==> config.mk <==
export PLATFORM = sky130hd
export DESIGN_NAME = uart_tx_arb
export DESIGN_NICKNAME = d
export VERILOG_FILES = /design/src/rtl/uart_pkg.sv /design/src/rtl/uart_rr_pick.sv /design/src/rtl/uart_tx_arb.sv
export SDC_FILE = /design/constraint.sdc
export NUM_CORES = 1
export LEC_CHECK = 0
export CAP_MARGIN = 0
export CORE_UTILIZATION = 25
export CTS_CLUSTER_DIAMETER = 150
export CTS_CLUSTER_SIZE = 40
export DETAILED_ROUTE_END_ITERATION = 8
export HOLD_SLACK_MARGIN = 0.15
export PLACE_DENSITY_LB_ADDON = 0.05
export RECOVER_POWER = 50
export SLEW_MARGIN = 15
export SYNTH_ARGS = -nofsm -noshare
export SYNTH_HDL_FRONTEND = slang
export SYNTH_HIERARCHICAL = 1
export SYNTH_SLANG_ARGS = --single-unit
==> constraint.sdc <==
create_clock -name clk -period 6.8 [get_ports clk]
set_input_delay 2.04 -clock clk [delete_from_list [all_inputs] [get_ports clk]]
set_output_delay 2.04 -clock clk [all_outputs]
set_load 0.05 [all_outputs]
==> src/rtl/uart_pkg.sv <==
// Shared UART timing constants and the arbiter state type.
package uart_pkg;

    localparam int unsigned UART_CLKS_PER_BIT = 435;
    localparam int unsigned UART_FRAME_BITS   = 15;
    localparam int unsigned UART_FRAME_CLKS   = UART_CLKS_PER_BIT * UART_FRAME_BITS;

    typedef enum logic {IDLE, WAIT} arb_state_t;

endpackage

==> src/rtl/uart_rr_pick.sv <==
// Combinational round-robin picker: first eligible index after last_id, wrapping.
module uart_rr_pick #(
    parameter int unsigned N_REQ = 4
) (
    input  logic [N_REQ-1:0]         eligible,
    input  logic [$clog2(N_REQ)-1:0] last_id,
    output logic                     valid,
    output logic [$clog2(N_REQ)-1:0] winner
);
    localparam int unsigned ID_W = $clog2(N_REQ);

    int idx;

    always_comb begin
        valid  = 1'b0;
        winner = '0;
        idx    = 0;
        for (int off = 1; off <= int'(N_REQ); off++) begin
            idx = (int'(last_id) + off) % int'(N_REQ);
            if (!valid && eligible[idx[ID_W-1:0]]) begin
                valid  = 1'b1;
                winner = idx[ID_W-1:0];
            end
        end
    end

endmodule

==> src/rtl/uart_tx_arb.sv <==
// Round-robin arbiter sharing one UART transmitter, with byte pacing and packet lock.
module uart_tx_arb
    import uart_pkg::*;
#(
    parameter int unsigned N_REQ       = 4,
    // Frame length plus a small guard so a new frame never overlaps the stop bits.
    parameter int unsigned BYTE_CYCLES = UART_FRAME_CLKS + 75,
    parameter int unsigned LOCK_CYCLES = 100000
) (
    input  logic                     clk,
    input  logic                     rst,
    input  logic [N_REQ-1:0]         req,
    input  logic [8*N_REQ-1:0]       data,
    input  logic [N_REQ-1:0]         last,
    output logic [N_REQ-1:0]         ack,
    output logic                     transmit,
    output logic [7:0]               data_tx,
    output logic                     busy,
    output logic [$clog2(N_REQ)-1:0] grant_id,
    output logic                     locked,
    output logic                     lock_err
);
    localparam int unsigned ID_W  = $clog2(N_REQ);
    localparam int unsigned TMR_W = $clog2(BYTE_CYCLES);
    localparam int unsigned LCK_W = $clog2(LOCK_CYCLES + 1);

    arb_state_t       state;
    logic [TMR_W-1:0] timer;
    logic [LCK_W-1:0] lock_cnt;
    logic [N_REQ-1:0] owner_mask;
    logic [N_REQ-1:0] eligible;
    logic [N_REQ-1:0] win_onehot;
    logic             pick_valid;
    logic [ID_W-1:0]  winner;
    logic [7:0]       bytes [N_REQ];

    for (genvar g = 0; g < N_REQ; g++) begin : g_bytes
        assign bytes[g] = data[8*g +: 8];
    end

    always_comb begin
        owner_mask           = '0;
        owner_mask[grant_id] = 1'b1;
        eligible             = locked ? (req & owner_mask) : req;
        win_onehot           = '0;
        win_onehot[winner]   = 1'b1;
    end

    uart_rr_pick #(
        .N_REQ (N_REQ)
    ) u_pick (
        .eligible (eligible),
        .last_id  (grant_id),
        .valid    (pick_valid),
        .winner   (winner)
    );

    always_ff @(posedge clk or posedge rst) begin
        if (rst) begin
            state    <= IDLE;
            timer    <= '0;
            lock_cnt <= '0;
            ack      <= '0;
            transmit <= 1'b0;
            data_tx  <= 8'h00;
            busy     <= 1'b0;
            grant_id <= ID_W'(N_REQ - 1);
            locked   <= 1'b0;
            lock_err <= 1'b0;
        end else begin
            ack      <= '0;
            transmit <= 1'b0;
            lock_err <= 1'b0;
            case (state)
                IDLE: begin
                    if (pick_valid) begin
                        state    <= WAIT;
                        ack      <= win_onehot;
                        transmit <= 1'b1;
                        data_tx  <= bytes[winner];
                        busy     <= 1'b1;
                        grant_id <= winner;
                        locked   <= ~last[winner];
                        timer    <= TMR_W'(BYTE_CYCLES - 1);
                        lock_cnt <= '0;
                    end else if (locked) begin
                        // No pick while locked means the owner's req is low.
                        if (lock_cnt == LCK_W'(LOCK_CYCLES - 1)) begin
                            locked   <= 1'b0;
                            lock_err <= 1'b1;
                            lock_cnt <= '0;
                        end else begin
                            lock_cnt <= lock_cnt + 1'b1;
                        end
                    end else begin
                        lock_cnt <= '0;
                    end
                end
                WAIT: begin
                    if (timer == '0) begin
                        state <= IDLE;
                        busy  <= 1'b0;
                    end else begin
                        timer <= timer - 1'b1;
                    end
                end
                default: state <= IDLE;
            endcase
        end
    end

endmodule
==> results of run 1 <==
==> sequential cells by signal, indices dropped and copies added (netlist names) <==
signal    cells
ack           4
busy          1
data_tx       8
grant_id      2
lock_cnt     17
lock_err      1
locked        1
state         1
timer        13
transmit      1
==> power by group <==
group	internal [mW]	leakage [nW]	switching [mW]	total, mW
clock	0.148	0.0687	0.111	0.259
combinational	0.0582	0.731	0.0620	0.120
sequential	0.300	0.587	0.00712	0.307
total	0.506	1.39	0.180	0.687
==> worst paths after layout <==
kind | start | slack, ps | cells past startpoint | to
max reg2reg | grant_id[1] | 3940 | 8 | locked
max in group clk | req[1] | 2440 | 7 | locked
min in group asynchronous | rst | 3210 | 3 | lock_cnt[0]
max | rst | 2000 | 3 | data_tx[3]
min reg2reg | data_tx[1] | 480 | 2 | data_tx[1]
min | data_tx[1] | 480 | 2 | data_tx[1]
==> layout make-up <==
| class | count | area (um2) | share of cell area (%) |
|---|---|---|---|
| multi-input combinational | 205 | 1360 | 38.4 |
| sequential | 49 | 1230 | 34.6 |
| timing repair buffer | 62 | 609 | 17.2 |
| tap | 136 | 170 | 4.79 |
| clock buffer | 5 | 68.8 | 1.94 |
| clock inverter | 3 | 68.8 | 1.94 |
| inverter | 11 | 41.3 | 1.16 |
==> through the flow <==
stage,cell area [um2],util (%),hold slack (ps)
3_5_place_dp,3420,32.9,463
5_1_grt,3550,34.2,515
6_report,3550,34.2,480
3_3_place_gp,3420,32.9,461
4_1_cts,3550,34.3,486
2_1_floorplan,2690,-,476
==> Yosys cell counts (2+ instances only) <==
cell type   n  area share (%)
nor2_1     20             2.8
xnor2_1    10             3.3
or4_1       3            0.84
a21oi_2     2            0.65
and3_1      2            0.47
a31oi_1     5             1.2
nor2b_1     2            0.47
o41ai_1     2            0.65
nand2_1    48             6.7
nor4_1      7             1.6
ha_1        3             1.4
a21boi_0    3            0.84
mux2i_1     4             1.5
dfrtp_1    47              44
nand4_1     5             1.2
mux4_2      9             7.5
inv_1      10             1.4
o21ai_0     9             1.7
o311ai_0    2            0.65
clkbuf_1    6            0.84
dfstp_2     2             2.0
nand3_1    11             2.1
nor3_1     11             2.1
nor4bb_1    2            0.75
nand2b_1    6             1.4
a21oi_1     6             1.1
o31ai_1     2            0.56
or2b_2      2            0.65
or3_1       9             2.1
or2_2       2            0.47
o211ai_1    5             1.4
==> logic make-up after synthesis <==
kind of cell,after synthesis
AO/OA/AOI/OAI,40
XOR/XNOR,10
adder cells (fa/ha/maj),3
buffers and inverters,21
flip-flops,49
multiplexers,13
AND/OR/NAND/NOR,139
==> layer usage <==
metal	GRT usage, %	share of wire [%]	up-vias
met3	3.77	6.5	4
met2	20.8	45	58
met1	17.5	48	1066
met4	3.27	0.79	0
met5	0	0	-
li1	-	-	1108
==> worst min-delay path, cell delays in order (launching register included) <==
cell and delay [ps]:
dfrtp_1 350, nand2_1 50, nand2_1 50
==> impl_metrics.json, run 1 <==
{
  "synth-compound-area-share_pct": 10.2,
  "hold_violations": 0,
  "io_pins": 60,
  "final_antenna_net_count": 0,
  "nNetsFinal": 379,
  "syn_avg_cell_area_um2": 9.76,
  "clk_pin_slew_ps": 100,
  "die_h_um": 106,
  "hold_path_class": "reg2reg",
  "initial_core_util_pct": 25.9,
  "cap_violations": 1,
  "timing_max_transition_violations_final": 50,
  "cts_made_buffers": 5,
  "area_growth_pct": 32.2,
  "drive_gt1_share_pct": 9.85,
  "clockBufferDepth": 2,
  "fmax_ghz": 0.208,
  "setup_violations": 0,
  "synthesis.nets": 320,
  "placed_cells": 463,
  "gr-usage-all-layers_pct": 13.1,
  "final_common_cell": "clkdlybuf4s50_1",
  "synth-simple-area-share_pct": 26.9,
  "cts_tree": "done",
  "via_per_inst": 4.75,
  "num_vias": 2236,
  "crit_path_start_kind": "primary input",
  "rsz0062_at_grt": "no",
  "antenna_cells": 0,
  "synth_area_mm2": 0.00269,
  "synth_cell_types": 49,
  "portBuffers": 59,
  "path_cells": "dlygate4sd3_1 > clkinv_1 > clkbuf_1",
  "period_share_pct": 70.6,
  "grt_overflow": 0,
  "ys_seq_elements": 49,
  "cts_setup_buffers": 0,
  "rows": 37,
  "tns_ps": 0,
  "grt_first_pass_wirelength_um": 11700,
  "critPathMaxFanout": 49,
  "synthMuxAreaShare_pct": 9.04,
  "synth_xor_xnor_area_share_pct": 3.26,
  "cts_root_buffer": "clkbuf_8",
  "synth_top_family_by_area": "simple AND/OR/NAND/NOR gates",
  "async_flop_share_pct": 100,
  "vdd_drop_max_mv": 0.0954,
  "criticalPathCategory": "in2async",
  "grt_start_max_net_pins": 50,
  "run_status": "finished, violations left",
  "synth-seq-area-share_pct": 45.8,
  "max-slew-margin-rel_pct": -85.9,
  "power.total_uw": 687,
  "htree_levels": 2,
  "crit_required_ps": 6620,
  "critical-path-top-delay-family": "buffers and inverters",
  "gp_congestion": 0.716,
  "synthFlopType": "dfrtp_1",
  "slowest_stage": "clkbuf_1",
  "power.density_mw_per_mm2": 193,
  "yosysWarnings": 6,
  "cellLeakagePower_nw": 1.39,
  "fillers": 1094,
  "cts_sinks": 49,
  "path_buf_inv": 3,
  "synth_edf_count": 0,
  "setup_ws_ps": 2000,
  "period_minus_slack_ps": 4800,
  "dp_hpwl_um": 4660,
  "wl_per_cell_um": 14.3,
  "cp-end-kind": "async pin",
  "violations": "max-capacitance violations, max-slew violations",
  "fp.coreArea_mm2": 0.0104,
  "antenna_found_initial": 0,
  "cts-resized-gates": 0,
  "cp.arrival_ps": 4620,
  "holdBufCountCts": 0,
  "drc_errors": 0,
  "pre_cts_slack_ps": 2130,
  "mostFrequentLayoutCells": "clkdlybuf4s50_1, nand2_1, dfrtp_1",
  "tightest_slew_ps": 2790,
  "insertion_delay_ps": 310,
  "drt_iter0_drc": 67,
  "synthCells": 275,
  "layout.cells.non_filler": 471,
  "synthAdderAreaFrac_pct": 1.40,
  "grt_pass1_vias": 2273,
  "die_x_um": 106,
  "crit_path_max_incr_delay_ps": 1950,
  "wl_um": 6710,
  "drtPass1Iterations": 4,
  "clock_skew_ps": 10.2,
  "dieArea_mm2": 0.0112
}
Note: power is estimated with default switching activity, not from simulation.
==> run 2: changes to the inputs <==
==> constraint.sdc (replaced) <==
create_clock -name clk -period 4.95 [get_ports clk]
set_input_delay 1.485 -clock clk [delete_from_list [all_inputs] [get_ports clk]]
set_output_delay 1.485 -clock clk [all_outputs]
set_load 0.05 [all_outputs]
==> impl_metrics.json, run 2 (synthesis results as in run 1) <==
{
  "crit_required_ps": 5070,
  "cp.arrival_ps": 3900,
  "grt_overflow": 0,
  "cts_made_buffers": 5,
  "r2r_cells": 8,
  "r2r_end": "locked",
  "cts_sinks": 49,
  "setup_violations": 0,
  "clk_pin_slew_ps": 90,
  "criticalPathCategory": "in2async",
  "area_growth_pct": 31.1,
  "hold_path_class": "reg2reg",
  "via_per_inst": 4.76,
  "hold_start": "data_tx[0]",
  "min_to": "data_tx[0]",
  "cp-end-kind": "async pin",
  "clock_skew_ps": 5.23,
  "initial_core_util_pct": 25.9,
  "comb_power_share_pct": 18.9,
  "drc_errors": 0,
  "reg2reg_from": "grant_id[1]",
  "run_status": "finished, violations left",
  "hold_violations": 0,
  "fin_area_mm2": 0.00352,
  "p_int_uw": 643,
  "grt_pass1_vias": 2251,
  "cts_setup_buffers": 0,
  "critPathMaxFanout": 29,
  "final_common_cell": "clkdlybuf4s50_1",
  "drtPass1Iterations": 8,
  "cap_violations": 1,
  "vdd_drop_max_mv": 0.111,
  "antenna_found_initial": 0,
  "tightest_slew_ps": 1650,
  "switchingPower_uw": 235,
  "power.total_uw": 878,
  "period_share_pct": 76.5,
  "p_sw_share_pct": 26.8,
  "period_minus_slack_ps": 3780,
  "min_path_cells": 2,
  "rows": 37,
  "rsz0062_at_grt": "no",
  "fp.coreArea_mm2": 0.0104,
  "crit_path_start_kind": "primary input",
  "dieArea_mm2": 0.0112,
  "portBuffers": 59,
  "clockBufferDepth": 2,
  "io_pins": 60,
  "gr-usage-all-layers_pct": 12.9,
  "drt_iter0_drc": 67,
  "final_antenna_net_count": 0,
  "largestRegisters": "lock_cnt (17), timer (13), data_tx (8)",
  "max-slew-margin-rel_pct": -10.2,
  "die_x_um": 106,
  "ff2ff_setup_slack_ps": 2330,
  "drive_gt1_share_pct": 9.55,
  "placed_cell_area_mm2": 0.00342,
  "tns_ps": 0,
  "timing_max_transition_violations_final": 30,
  "mostFrequentLayoutCells": "clkdlybuf4s50_1, nand2_1, dfrtp_1",
  "htree_levels": 2,
  "p_seq_share_pct": 48.0,
  "grt_start_max_net_pins": 30,
  "grt_first_pass_wirelength_um": 11500,
  "antenna_cells": 0,
  "regMostFlops": "lock_cnt",
  "holdBufCountCts": 0,
  "dp_hpwl_um": 4770,
  "wl_per_cell_um": 14.1,
  "gp_congestion": 0.732,
  "cts_tree": "done",
  "cts_root_buffer": "clkbuf_8",
  "cellLeakagePower_nw": 1.38,
  "largest_reg_flops": 17,
  "fmax_ghz": 0.264,
  "die_h_um": 106,
  "violations": "max-capacitance violations, max-slew violations",
  "cts-resized-gates": 0,
  "nNetsFinal": 379,
  "wl_um": 6640,
  "fillers": 1126,
  "power.density_mw_per_mm2": 249,
  "insertion_delay_ps": 300,
  "num_vias": 2244,
  "clockPowerShare_pct": 33.0
}
[run 2: cell types whose count changed in the layout (fill, tap and decap cells not counted)]
cell / delta
bufinv_16: -1
clkbuf_1: +1
clkinv_1: -1
clkinv_2: +1
inv_1: +1
inv_6: -1
[run 2: per-stage QoR]
stage                     cells  hold slack [ps]  utilization, %  setup WS [ps]
after floorplan             275              476               -           1480
after global placement      463              459            32.9           1080
after detailed placement    463              464            32.9           1090
after CTS                   471              497            34.0           1410
after global routing        471              519            33.9            676
final                       471              489            33.9           1170
[run 2: cell type report]
class / instances / area (um2) / share of cell area [%]
clock buffers: 6 / 72.6 / 2.06
clock inverters: 2 / 35.0 / 0.995
inverters: 11 / 41.3 / 1.17
multi-input cells: 205 / 1360 / 38.7
flip-flops and latches: 49 / 1230 / 34.9
well taps: 136 / 170 / 4.83
repair buffers: 62 / 609 / 17.3
[run 2: worst max path at each step]
stage | cells after the start | start | end
4_1_cts | 8 | req[3] | locked
5_1_grt | 3 | rst | timer[5]
3_5_place_dp | 9 | req[3] | data_tx[2]
3_3_place_gp | 9 | req[3] | data_tx[0]
2_1_floorplan | 9 | req[3] | data_tx[0]
6_report | 3 | rst | timer[6]
[run 2: power by group through the flow]
| stage | Clock [mW] | Sequential [mW] | Combinational (mW) |
|---|---|---|---|
| final | 0.290 | 0.422 | 0.166 |
| after detailed placement | 0 | 0.429 | 0.170 |
| after global routing | 0.315 | 0.424 | 0.179 |
| after CTS | 0.305 | 0.422 | 0.170 |
| after floorplan | 0 | 0.459 | 0.0699 |
| after global placement | 0 | 0.430 | 0.172 |
[run 2: critical path, cell delays in order]
cell           delay (ps)
dlygate4sd3_1         530
inv_1                 610
clkbuf_1             1260
[run 2: layer usage]
| metal | routed length [um] | global-route usage [%] | up-vias |
|---|---|---|---|
| met3 | 404 | 3.77 | 5 |
| met4 | 74 | 3.57 | 0 |
| met5 | 0 | 0 | - |
| met1 | 3230 | 18.3 | 1075 |
| li1 | - | - | 1108 |
| met2 | 2930 | 19.0 | 56 |
==> run 3: changes to the inputs <==
==> constraint.sdc (replaced) <==
create_clock -name clk -period 3.65 [get_ports clk]
set_input_delay 1.095 -clock clk [delete_from_list [all_inputs] [get_ports clk]]
set_output_delay 1.095 -clock clk [all_outputs]
set_load 0.05 [all_outputs]
==> impl_metrics.json, run 3 (synthesis results as in run 1) <==
{
  "dieArea_mm2": 0.0112,
  "initial_core_util_pct": 25.9,
  "cp.arrival_ps": 3320,
  "grt_pass1_vias": 2297,
  "htree_levels": 2,
  "cts_setup_buffers": 0,
  "drtPass1Iterations": 4,
  "num_vias": 2268,
  "gp_congestion": 0.758,
  "cts-resized-gates": 0,
  "cap_violations": 0,
  "antenna_found_initial": 0,
  "cellLeakagePower_nw": 1.40,
  "drive_gt1_share_pct": 10.9,
  "clock_skew_ps": 9.47,
  "clk_pin_slew_ps": 90,
  "period_share_pct": 84.8,
  "final_common_cell": "clkdlybuf4s50_1",
  "grt_start_max_net_pins": 30,
  "hold_path_class": "reg2reg",
  "drc_errors": 0,
  "grt_first_pass_wirelength_um": 11400,
  "cp-end-kind": "flip-flop",
  "gr-usage-all-layers_pct": 12.9,
  "cts_sinks": 49,
  "criticalPathCategory": "in2reg",
  "setup_violations": 0,
  "final_antenna_net_count": 0,
  "power.density_mw_per_mm2": 327,
  "area_growth_pct": 32.1,
  "critPathMaxFanout": 10,
  "r2r_cells": 8,
  "largestRegisters": "lock_cnt (17), timer (13), data_tx (8)",
  "drt_iter0_drc": 97,
  "cts_root_buffer": "clkbuf_8",
  "crit_path_start_kind": "primary input",
  "regMostFlops": "lock_cnt",
  "period_minus_slack_ps": 3100,
  "min_path_cells": 2,
  "holdBufCountCts": 0,
  "hold_violations": 0,
  "cts_made_buffers": 5,
  "via_per_inst": 4.76,
  "die_h_um": 106,
  "die_x_um": 106,
  "antenna_cells": 0,
  "vdd_drop_max_mv": 0.132,
  "cts_tree": "done",
  "fp.coreArea_mm2": 0.0104,
  "portBuffers": 59,
  "grt_overflow": 0,
  "wl_per_cell_um": 14.1,
  "timing_max_transition_violations_final": 0,
  "max-slew-margin-rel_pct": 31.3,
  "wl_um": 6690,
  "mostFrequentLayoutCells": "clkdlybuf4s50_1, nand2_1, dfrtp_1",
  "fmax_ghz": 0.323,
  "nNetsFinal": 384,
  "clockBufferDepth": 2,
  "utilization_pct": 34.2,
  "dp_hpwl_um": 4860,
  "crit_required_ps": 3870,
  "largest_reg_flops": 17,
  "insertion_delay_ps": 300,
  "tns_ps": 0,
  "rows": 37,
  "rsz0062_at_grt": "no",
  "run_status": "completed",
  "io_pins": 60,
  "power.total_mw": 1.16,
  "tightest_slew_ps": 1030
}
-- run 3: worst paths after layout --
kind / startpoint / to / slack [ps]
setup reg to reg: grant_id[1] / locked / 1130
hold / removal: data_tx[6] / data_tx[6] / 480
max in group asynchronous: rst / lock_cnt[4] / 980
min in group asynchronous: rst / lock_cnt[15] / 1470
hold reg to reg: data_tx[6] / data_tx[6] / 480
setup / recovery: req[3] / locked / 550
-- run 3: area by class of cell --
class	instances	area, um2
clock buffer	7	96.3
clock inverter	1	5.00
tap	136	170
fill	1099	6820
multi-input combinational	205	1360
sequential	49	1230
inverter	11	41.3
timing repair buffer	67	643
-- run 3: per-stage QoR --
stage | worst slack [ps] | std cells | cell area (um2) | hold WS [ps]
floorplan | 567 | 275 | 2690 | 476
global placement | 303 | 468 | 3450 | 458
detailed placement | 283 | 468 | 3450 | 465
CTS | 607 | 476 | 3550 | 490
global route | 379 | 476 | 3550 | 514
finish | 554 | 476 | 3550 | 483
-- run 3: metal layers --
layer / wire length (um) / track usage (%)
met1: 3170 / 17.3
met2: 3030 / 20.3
met3: 414 / 3.96
met4: 76 / 3.27
met5: 0 / 0
-- run 3: power breakdown --
| group | total, mW | switching (mW) | internal (mW) | leakage [nW] |
|---|---|---|---|---|
| clock network | 0.361 | 0.189 | 0.172 | 0.0542 |
| registers | 0.572 | 0.0135 | 0.558 | 0.587 |
| logic | 0.229 | 0.115 | 0.114 | 0.755 |
-- run 3: worst max-delay path, stage by stage --
cell	delay, ps
dlygate4sd3_1	510
a21boi_0	360
and2b_1	230
a21oi_2	50
o221ai_2	150
buf_4	250
mux4_2	520
o211ai_1	160
